===== src/rtl/pwm_decoder_pkg.sv =====
// Constants and state encoding shared by the PWM generator and decoder.
package pwm_decoder_pkg;
  localparam int PWM_PERIOD_LOG2 = 5;
  localparam int SPEED_CODE_W    = 3;
  localparam int STEP_SHIFT      = PWM_PERIOD_LOG2 - SPEED_CODE_W;

  typedef enum logic [1:0] {FLUSH, ACQUIRE, CONFIRM, LOCKED} dec_state_e;
endpackage


===== src/rtl/pwm_decoder_sync_bit.sv =====
// Single-bit input synchronizer; STAGES flops, synchronous clear.
// Latency STAGES clocks; no backpressure.
module pwm_decoder_sync_bit #(
  parameter int STAGES = 2
) (
  input  logic clock,
  input  logic clear,
  input  logic d,
  output logic q
);
  logic [STAGES-1:0] chain;

  always_ff @(posedge clock) begin
    if (clear) chain <= '0;
    else       chain <= {chain[STAGES-2:0], d};
  end

  assign q = chain[STAGES-1];
endmodule


===== src/rtl/pwm_decoder.sv =====
// Recovers a speed code from a fixed-period PWM input; publishes after two agreeing windows.
// Latency 3 windows from reset release; no backpressure.
module pwm_decoder
  import pwm_decoder_pkg::*;
#(
  parameter int CNT_WIDTH   = PWM_PERIOD_LOG2,
  parameter int CODE_WIDTH  = SPEED_CODE_W,
  parameter int SYNC_STAGES = 2
) (
  input  logic                  clock,
  input  logic                  enable,
  input  logic                  pwm_in,
  output logic [CODE_WIDTH-1:0] speed,
  output logic                  valid,
  output logic                  speed_changed,
  output logic                  stuck_high
);
  localparam int SHIFT = (CNT_WIDTH == PWM_PERIOD_LOG2 && CODE_WIDTH == SPEED_CODE_W)
                         ? STEP_SHIFT : CNT_WIDTH - CODE_WIDTH;
  localparam int HW = CNT_WIDTH + 1;
  localparam int TW = CNT_WIDTH + 2;
  localparam logic [TW-1:0] FULL     = TW'(1) << CNT_WIDTH;
  localparam logic [TW-1:0] HALF     = TW'(1) << (SHIFT - 1);
  localparam logic [TW-1:0] MAX_CODE = TW'((1 << CODE_WIDTH) - 1);

  logic                  s;
  logic [CNT_WIDTH-1:0]  window_cnt;
  logic [HW-1:0]         high_cnt;
  logic [CODE_WIDTH-1:0] candidate;
  dec_state_e            state;
  logic                  window_end;
  logic [TW-1:0]         total;
  logic [TW-1:0]         rounded;
  logic [CODE_WIDTH-1:0] meas;

  pwm_decoder_sync_bit #(.STAGES(SYNC_STAGES)) u_sync (
    .clock (clock),
    .clear (enable),
    .d     (pwm_in),
    .q     (s)
  );

  // Window total includes the current sample so the count closes on the last cycle.
  always_comb begin
    window_end = (window_cnt == '1);
    total      = TW'(high_cnt) + TW'(s);
    rounded    = (total + HALF) >> SHIFT;
    meas       = (rounded > MAX_CODE) ? CODE_WIDTH'(MAX_CODE) : CODE_WIDTH'(rounded);
  end

  always_ff @(posedge clock) begin
    if (enable) begin
      window_cnt    <= '0;
      high_cnt      <= '0;
      candidate     <= '0;
      state         <= FLUSH;
      speed         <= '0;
      valid         <= 1'b0;
      speed_changed <= 1'b0;
      stuck_high    <= 1'b0;
    end else begin
      window_cnt    <= window_cnt + CNT_WIDTH'(1);
      speed_changed <= 1'b0;
      if (window_end) begin
        high_cnt <= '0;
        if (state != FLUSH) stuck_high <= (total == FULL);
        case (state)
          FLUSH: state <= ACQUIRE;
          ACQUIRE: begin
            candidate <= meas;
            state     <= CONFIRM;
          end
          CONFIRM: begin
            if (meas == candidate) begin
              speed         <= meas;
              valid         <= 1'b1;
              speed_changed <= (meas != speed) || !valid;
              state         <= LOCKED;
            end else if (valid && meas == speed) begin
              state <= LOCKED;
            end else begin
              candidate <= meas;
            end
          end
          LOCKED: begin
            if (meas != speed) begin
              candidate <= meas;
              state     <= CONFIRM;
            end
          end
          default: state <= FLUSH;
        endcase
      end else begin
        high_cnt <= high_cnt + HW'(s);
      end
    end
  end
endmodule


===== config.mk =====
export PLATFORM = sky130hd
export DESIGN_NAME = pwm_decoder
export DESIGN_NICKNAME = d
export VERILOG_FILES = /design/src/rtl/pwm_decoder_pkg.sv /design/src/rtl/pwm_decoder_sync_bit.sv /design/src/rtl/pwm_decoder.sv
export SDC_FILE = /design/constraint.sdc
export NUM_CORES = 1
export LEC_CHECK = 0
export CAP_MARGIN = 20
export CORE_AREA = 2 2 58 60
export CTS_CLUSTER_DIAMETER = 200
export DETAILED_ROUTE_END_ITERATION = 16
export DIE_AREA = 0 0 60 62
export HOLD_SLACK_MARGIN = 0.03
export PLACE_DENSITY = 0.72
export SLEW_MARGIN = 25
export SYNTH_ARGS = -nofsm -noshare
export SYNTH_HDL_FRONTEND = slang
export SYNTH_HIERARCHICAL = 1
export SYNTH_SLANG_ARGS = --single-unit

===== constraint.sdc =====
create_clock -name clock -period 3.86 [get_ports clock]
set_clock_uncertainty 0.2 [all_clocks]
set_input_delay 0.579 -clock clock [delete_from_list [all_inputs] [get_ports clock]]
set_output_delay 0.579 -clock clock [all_outputs]
set_load 0.02 [all_outputs]

==> metrics.csv <==
metric,value,unit
routed_wl,2507,um
portBuffers,8,
die_h,62,um
tritoncts,yes,
drv_slew,0,
postSynthCellCount,141,
cpMostUsedCell,ha_1,
num_rows,21,
drt_iter0_markers,31,
die_x,60,um
critPathKind,reg -> reg,
ys_warn_count,6,
cts_hold_buf,0,
fin_crit_sh,0.9375,
synth_top_flop_cell,dfxtp_1,
p_leak,0.5556,nW
die-area,0.003720,mm^2
wl_per_cell,13.13,um
cts_setup_buffers,0,
critPathLaunchType,flop,
ys_seq_area_frac,0.3599,
grt_overflow,0,
ys_types,44,
num_io_pins,9,
cp.arrival,3.61,ns
cts-root-buf,clkbuf_4,
cts_sinks,24,
core,0.003179,mm^2
post_cts_resized,0,
worst_pin_slew,0.8920,ns
vias,1034,
syn-num-nets,149,
critPathSlowestCell,o41ai_4,
grt_max_degree,25,
setup_ws,0.2412,ns
grt_pass1_wl,3946,um
dp_hpwl,1781,um
status,"complete, no violations",
htree_num_levels,1,
viasPerCell,5.414,
antenna_left,0,
fmax,0.2763,GHz
design_power_total,408.2,uW
cts_buffers,3,
path_cells,ha_1 > ha_4 > xor2_1 > ha_1 > nand2b_1 > mux2i_1 > nand2_1 > or3_4 > a211o_4 > xnor2_2 > o41ai_4 > a21o_1 > a211oi_2,
power.density,272.1,mW/mm^2
rsz0062_at_grt,false,
synth_area_per_cell,9.468,um^2
async_flop_share,0,
max-cap-violations,0,
regArea,480.5,um^2
setup_viol,0,
multiInputGateArea,823.3,um^2
ys_ff_latch,24,
syn_to_final_growth,12.37,%
relSlewSlack,0.4034,
clockBufferDepth,2,
fin_setup_tns,0,ns
synth_edf_count,0,
grt_pass1_vias,895,
clk_pin_slew,0.13,ns
endpoint_kind,flop,
fill_cells,302,
dp_slack,0.08571,ns
cp_max_fo,10,
drc,0,
slowest_delay,0.43,ns
start_util,0.4199,
crit_required,3.85,ns
drive_gt1_frac,0.1241,
hold_violations,0,
period_needed,3.619,ns
grt_util_all_layers,0.1427,
antenna_found_initial,0,
place.gp.congestion,0.8821,
synth.cell_area,0.001335,mm^2
layout.nets,154,
ir_worst_vdd,0.0002433,V
drtPass1Iterations,4,
clkLatencyLatePin,0.33,ns
hp-class,reg -> reg,
num_antenna_cells,0,
-- Yosys cell counts, drive strengths merged, types with 2 or more instances --
master / count / share of area
nor3b: 5 / 0.028
nor3: 5 / 0.019
xnor2: 8 / 0.058
nand4b: 2 / 0.013
a21oi: 5 / 0.019
nand3: 5 / 0.019
ha: 5 / 0.047
nand4: 2 / 0.0094
a211oi: 6 / 0.045
nand2: 7 / 0.020
clkbuf: 3 / 0.0084
inv: 6 / 0.017
xor2: 6 / 0.045
nor4: 4 / 0.028
nor2: 11 / 0.031
buf: 5 / 0.027
nor2b: 6 / 0.028
o21ai: 3 / 0.011
mux2i: 4 / 0.030
dfxtp: 24 / 0.36
and3: 2 / 0.0094
-- final timing paths --
| path | startpoint | to | slack [ns] | cells past startpoint |
|---|---|---|---|---|
| worst min register to register | window_cnt[0] | window_cnt[0] | 0.26 | 1 |
| worst max register to register | u_sync/chain[1] | candidate[2] | 0.24 | 13 |
| worst max-delay path | u_sync/chain[1] | candidate[2] | 0.24 | 13 |
| worst min-delay path | window_cnt[0] | window_cnt[0] | 0.26 | 1 |
-- worst max-delay path: cells and delay by family (launching register included) --
family	cells	cell delay, ns
mux	1	0.17
simple gates	3	0.57
xor+xnor	2	0.39
flops	1	0.34
fa+ha+maj	3	0.72
compound gates	4	1.09
-- layout by cell type, fill, tap and decap left out, drive strengths merged, types with 3 or more instances in the layout --
cell type / count
nor4: 4
mux2i: 4
xnor2: 8
xor2: 6
inv: 6
o21ai: 3
dfxtp: 24
nor2: 11
nor3b: 5
nand2: 7
clkdlybuf4s50: 8
ha: 5
a211oi: 6
clkbuf: 4
nor2b: 6
nor3: 5
a21oi: 5
nand3: 5
-- per-stage QoR --
| step | hold WS, ns | util | cell area [um^2] | std cells |
|---|---|---|---|---|
| 2_1_floorplan | 0.2138 | - | 1335 | 141 |
| 3_3_place_gp | 0.2240 | 0.4482 | 1425 | 187 |
| 3_5_place_dp | 0.2408 | 0.4482 | 1425 | 187 |
| 4_1_cts | 0.2685 | 0.4597 | 1461 | 191 |
| 5_1_grt | 0.2910 | 0.4719 | 1500 | 191 |
| 6_report | 0.2613 | 0.4719 | 1500 | 191 |
-- sequential cells by signal (all words and copies together) (netlist names) --
name / count
candidate: 3
window_cnt: 5
speed_changed: 1
high_cnt: 6
stuck_high: 1
state: 2
u_sync/chain: 2
valid: 1
speed: 3
-- logic make-up after synthesis --
family          count (synthesis)  synth area share
compound gates                 23            0.1453
xor+xnor                       14            0.1031
simple gates                   57            0.2624
buf+inv                        14           0.05248
flops                          24            0.3599
fa+ha+maj                       5           0.04686
mux                             4           0.02999
-- final cells by class --
class,instances,share of cell area
timing repair buffer,8,0.05338
tap,46,0.03837
sequential,24,0.3203
multi-input combinational,103,0.5488
clock buffer,4,0.02419
inverter,6,0.01501
-- per-layer routing --
layer,wire length [um],up-vias,GRT usage,share of wire
met4,70,0,0.08571,0.028
li1,-,513,-,-
met5,0,-,0,0
met3,75,5,0.01242,0.030
met2,1308,23,0.2516,0.52
met1,1053,493,0.1690,0.42
-- where the power goes --
group,internal [mW],switching (mW),total (mW)
clock,0.0579,0.0791,0.137
combinational,0.00792,0.00884,0.0168
sequential,0.252,0.00231,0.254
Note: power is estimated with default switching activity, not from simulation.
